$ cat config.mk
export PLATFORM = sky130hd
export DESIGN_NAME = bus_arbiter
export DESIGN_NICKNAME = d
export VERILOG_FILES = /design/src/rtl/serial_bus_pkg.sv /design/src/rtl/bus_arbiter.sv
export SDC_FILE = /design/constraint.sdc
export NUM_CORES = 1
export LEC_CHECK = 0
export ABC_CLOCK_PERIOD_IN_PS = 3650
export CAP_MARGIN = 25
export CORE_UTILIZATION = 49
export CTS_CLUSTER_DIAMETER = 120
export DETAILED_ROUTE_END_ITERATION = 6
export PLACE_DENSITY = 0.83
export REMOVE_ABC_BUFFERS = 1
export SLEW_MARGIN = 0
export SYNTH_ARGS = -nofsm -noshare
export SYNTH_HDL_FRONTEND = slang
export SYNTH_SLANG_ARGS = --single-unit
$ cat constraint.sdc
create_clock -name clk -period 3.65 [get_ports clk]
set_clock_uncertainty 0.2 [all_clocks]
set_input_delay 0.73 -clock clk [delete_from_list [all_inputs] [get_ports clk]]
set_output_delay 0.73 -clock clk [all_outputs]
set_load 0.02 [all_outputs]
$ cat src/rtl/serial_bus_pkg.sv
// Shared definitions for the bit-serial bus: arbiter state encoding,
// owner codes and the default watchdog length.
package serial_bus_pkg;

  typedef enum logic {
    ARB_IDLE = 1'b0,
    ARB_BUSY = 1'b1
  } arb_state_t;

  localparam logic [1:0] OWNER_NONE = 2'b00;
  localparam logic [1:0] OWNER_I1   = 2'b01;
  localparam logic [1:0] OWNER_I2   = 2'b10;

  localparam int DEFAULT_TIMEOUT_CYCLES = 64;

endpackage

$ cat src/rtl/bus_arbiter.sv
// Two-initiator round-robin arbiter for the bit-serial bus, with a watchdog
// that reclaims the bus from an owner that stops presenting valid bits.
module bus_arbiter
  import serial_bus_pkg::*;
#(
  parameter int TIMEOUT_CYCLES = DEFAULT_TIMEOUT_CYCLES
) (
  input  logic       clk,
  input  logic       rst_n,
  input  logic       init1_req,
  input  logic       init2_req,
  input  logic       init1_data,
  input  logic       init2_data,
  input  logic       init1_valid,
  input  logic       init2_valid,
  input  logic       init1_mode,
  input  logic       init2_mode,
  input  logic       init1_rw,
  input  logic       init2_rw,
  output logic       init1_grant,
  output logic       init2_grant,
  output logic       bus_data_out,
  output logic       bus_data_out_valid,
  output logic       bus_mode_out,
  output logic       bus_rw_out,
  output logic [1:0] owner,
  output logic       timeout
);

  localparam int CNT_W = $clog2(TIMEOUT_CYCLES);
  localparam logic [CNT_W-1:0] CNT_LAST = CNT_W'(TIMEOUT_CYCLES - 1);

  arb_state_t       state;
  logic [1:0]       owner_q;
  logic [1:0]       last_owner;
  logic [CNT_W-1:0] idle_cnt;
  logic             timeout_q;

  logic       own_req;
  logic       own_valid;
  logic [1:0] winner;
  logic       wd_fire;

  // NOTE: every variable assigned in always_comb gets a default first, so no
  // path leaves it unassigned and no latch is inferred.
  always_comb begin
    own_req   = 1'b0;
    own_valid = 1'b0;
    case (owner_q)
      OWNER_I1: begin
        own_req   = init1_req;
        own_valid = init1_valid;
      end
      OWNER_I2: begin
        own_req   = init2_req;
        own_valid = init2_valid;
      end
      default: ;
    endcase
  end

  // On a tie the initiator that did not own the bus last goes first.
  always_comb begin
    winner = OWNER_NONE;
    if (init1_req && (!init2_req || last_owner == OWNER_I2))
      winner = OWNER_I1;
    else if (init2_req)
      winner = OWNER_I2;
  end

  assign wd_fire = (state == ARB_BUSY) && own_req && !own_valid && (idle_cnt == CNT_LAST);

  // NOTE: sequential state uses non-blocking assignments so every register
  // samples pre-edge values regardless of statement order.
  always_ff @(posedge clk or negedge rst_n) begin
    if (!rst_n) begin
      state      <= ARB_IDLE;
      owner_q    <= OWNER_NONE;
      last_owner <= OWNER_I2;
      idle_cnt   <= '0;
      timeout_q  <= 1'b0;
    end else begin
      timeout_q <= 1'b0;
      case (state)
        ARB_IDLE: begin
          if (winner != OWNER_NONE) begin
            owner_q    <= winner;
            last_owner <= winner;
            idle_cnt   <= '0;
            state      <= ARB_BUSY;
          end
        end
        ARB_BUSY: begin
          if (!own_req) begin
            owner_q <= OWNER_NONE;
            state   <= ARB_IDLE;
          end else if (wd_fire) begin
            owner_q   <= OWNER_NONE;
            timeout_q <= 1'b1;
            state     <= ARB_IDLE;
          end else if (own_valid) begin
            idle_cnt <= '0;
          end else if (idle_cnt != '1) begin
            idle_cnt <= idle_cnt + 1'b1;
          end
        end
        default: state <= ARB_IDLE;
      endcase
    end
  end

  // Grants decode the owner register, so async reset drops them at once.
  assign init1_grant = (owner_q == OWNER_I1);
  assign init2_grant = (owner_q == OWNER_I2);
  assign owner       = owner_q;
  assign timeout     = timeout_q;

  assign bus_data_out       = (init1_grant & init1_data)  | (init2_grant & init2_data);
  assign bus_data_out_valid = (init1_grant & init1_valid) | (init2_grant & init2_valid);
  assign bus_mode_out       = (init1_grant & init1_mode)  | (init2_grant & init2_mode);
  assign bus_rw_out         = (init1_grant & init1_rw)    | (init2_grant & init2_rw);

endmodule

==> results.txt <==
setup TNS: 0 ns
GP Congestion: 0.866
register area share after synthesis: 41.0%
origin of the worst setup path: init1_valid
Post-Syn Area: 736 sq um
Filler cells: 101
vias: 703
ys async rst share: 100%
Sw Pwr: 301 uW
switch share: 41.7%
DR iter-0 viols: 31
Max VDD drop: 0.394 mV
share of the synthesized area in the top cell type: 37.4%
Synth area leader: dfrtp_1
clock tree buffer depth: 2
status: complete, no violations
Post-Route Utilization: 73.4%
Synth area leaders: dfrtp_1 (37%), a22o_1 (6.0%), ha_1 (5.1%)
# DRC: 0
First-pass DRT Iterations: 4
combinational power share: 52.0%
Post-Route WL: 1680 um
critical path capture point type: output pin
clock root buffer: clkbuf_4
vias in the first global route: 615
r2r startpoint: owner[1]$_DFFE_PN0P_
total I/O pin count: 21
initial antenna violation count: 0
per-cell routed wire length: 14.7 um
Setup WS post-layout: 0.692 ns
CTS tree: done
Total Power: 722 uW
die width: 40.8 um
Yosys cell types: 33
top post-synthesis cells by count: dfrtp_1 (11), nand2_1 (9), inv_1 (7)
hold path start: last_owner[0]$_DFFE_PN0P_
setup violators final: 0
crit path max fanout: 3
cell area power density: 729 nW/um^2
sequential share of power: 33.2%
hold buffers post-CTS: 0
CP Data Required Time: 2.72 ns
Via density: 6.17
leakage: 0.414 nW
count of final hold-check violations: 0
DP HPWL: 1260 um
YS warnings: 0
Die ar.: 1660 sq um
Synth Register Bits: 12
Mapped Avg Cell Area: 9.81 sq um
first-pass GRT wire length: 2610 um
core area: 1350 sq um
placed instance area: 955 sq um
post-synthesis cell count: 75
Final ANT Viol Nets: 0
CTS Sinks: 12
top-count cell post-synth: dfrtp_1
Post-synth EDFFs: 0
Reg clk slew, reported paths: 0.07 ns
Gates resized, CTS repair: 0
Slew Limit Headroom: 63.5%
Synth Flop Type: dfrtp_1
ANT cells: 0
Die H: 40.8 um
Cell Int Power: 421 uW
# Max-Cap Violations: 0
Port Buffer Count: 20
RSZ-0062 raised after global routing: false
clock share of power: 14.7%
Crit path arrival time: 2.03 ns
initial core utilization: 54.5%
Hold Crit Class: flop to flop
Core Rows: 13
Slew Limit Fails: 0
type of the worst setup path: primary input to output pin
clock latency on the worst-skew pair: 0.28 ns
startpoint types: primary input
post-place setup slack: 0.680 ns
Area Overhead vs Synth: 34.7%
Design Area, Final: 991 sq um
Slew @ Worst Pin: 0.545 ns
GR Overflow Total: 0
largest net degree at the start of global routing: 13
GRT Overall Usage: 24.9%
Layout Nets: 115
crit share post-route: 81.0%
H-tree depth: 1
share of cells above drive strength 1: 9.09%
setup bufs post-CTS: 0
Inserted Clock Buffers: 3
FMAX: 0.338 GHz
Final Critical Period: 2.96 ns
[worst max-delay path, stage by stage]
cell and delay, ns:
clkdlybuf4s50_1 0.41, a22oi_2 0.24, inv_1 0.10, clkdlybuf4s50_1 0.54
[worst paths after layout]
kind,endpoint,slack (ns),depth (start not counted)
worst max register to register,idle_cnt[0]$_DFFE_PN0P_,1.47,6
worst min-delay path,last_owner[0]$_DFFE_PN0P_,0.38,2
worst max-delay path,bus_data_out_valid,0.69,4
worst min register to register,last_owner[0]$_DFFE_PN0P_,0.38,2
max in group asynchronous,last_owner[1]$_DFFE_PN1P_,2.27,1
min in group asynchronous,timeout$_DFF_PN0_,0.60,1
[power by group through the flow]
stage          clock network [mW]  registers (mW)  logic (mW)
2_1_floorplan                   0           0.238       0.249
3_3_place_gp                    0           0.236       0.366
3_5_place_dp                    0           0.241       0.376
4_1_cts                     0.109           0.239       0.378
5_1_grt                     0.115           0.247       0.415
6_report                    0.106           0.240       0.376
[layout make-up]
| cell class | instances | area [sq um] | area share [%] |
|---|---|---|---|
| clock buffer | 4 | 36.3 | 3.66 |
| inverter | 7 | 26.3 | 2.65 |
| timing repair buffer | 20 | 200 | 20.2 |
| multi-input combinational | 56 | 408 | 41.2 |
| sequential | 12 | 302 | 30.4 |
| tap | 15 | 18.8 | 1.89 |
[cell families after synthesis]
family / after synthesis / share of synthesized area (%)
adders and majority gates: 3 / 5.10
muxes: 2 / 3.40
AOI/OAI and AO/OA: 25 / 28.7
DFF: 12 / 41.0
buffers and inverters: 7 / 3.57
and+or+nand+nor: 26 / 18.2
[metrics by stage]
stage / hold slack (ns) / cells
after floorplan: 0.234 / 75
after global placement: 0.342 / 110
after detailed placement: 0.348 / 110
after CTS: 0.363 / 114
after global routing: 0.391 / 114
final: 0.377 / 114
[flip-flops by register name (all words and copies together), names as in the netlist]
name / flops
timeout: 1
state: 1
idle_cnt: 6
owner: 2
last_owner: 2
[layer usage]
layer  routed length, um  share of wire (%)  up-vias  track usage [%]
met5                   0                  0        -                0
met4                  35                2.1        0             17.5
met3                 131                7.8        6             8.15
met2                 754                 45       34             37.7
met1                 760                 45      331             29.6
li1                    -                  -      332                -
[layout by cell type (no fill, tap or decap), drive strengths merged, types with 2 or more instances in the layout]
cell type      count
clkdlybuf4s50     20
dfrtp             11
nand2              9
inv                7
o21ai              6
a22o               5
clkbuf             4
nand2b             3
nand3              3
ha                 3
nor2b              2
a31oi              2
nor2               2
a21oi              2
a22oi              2
(Power assumes the default switching activity.)
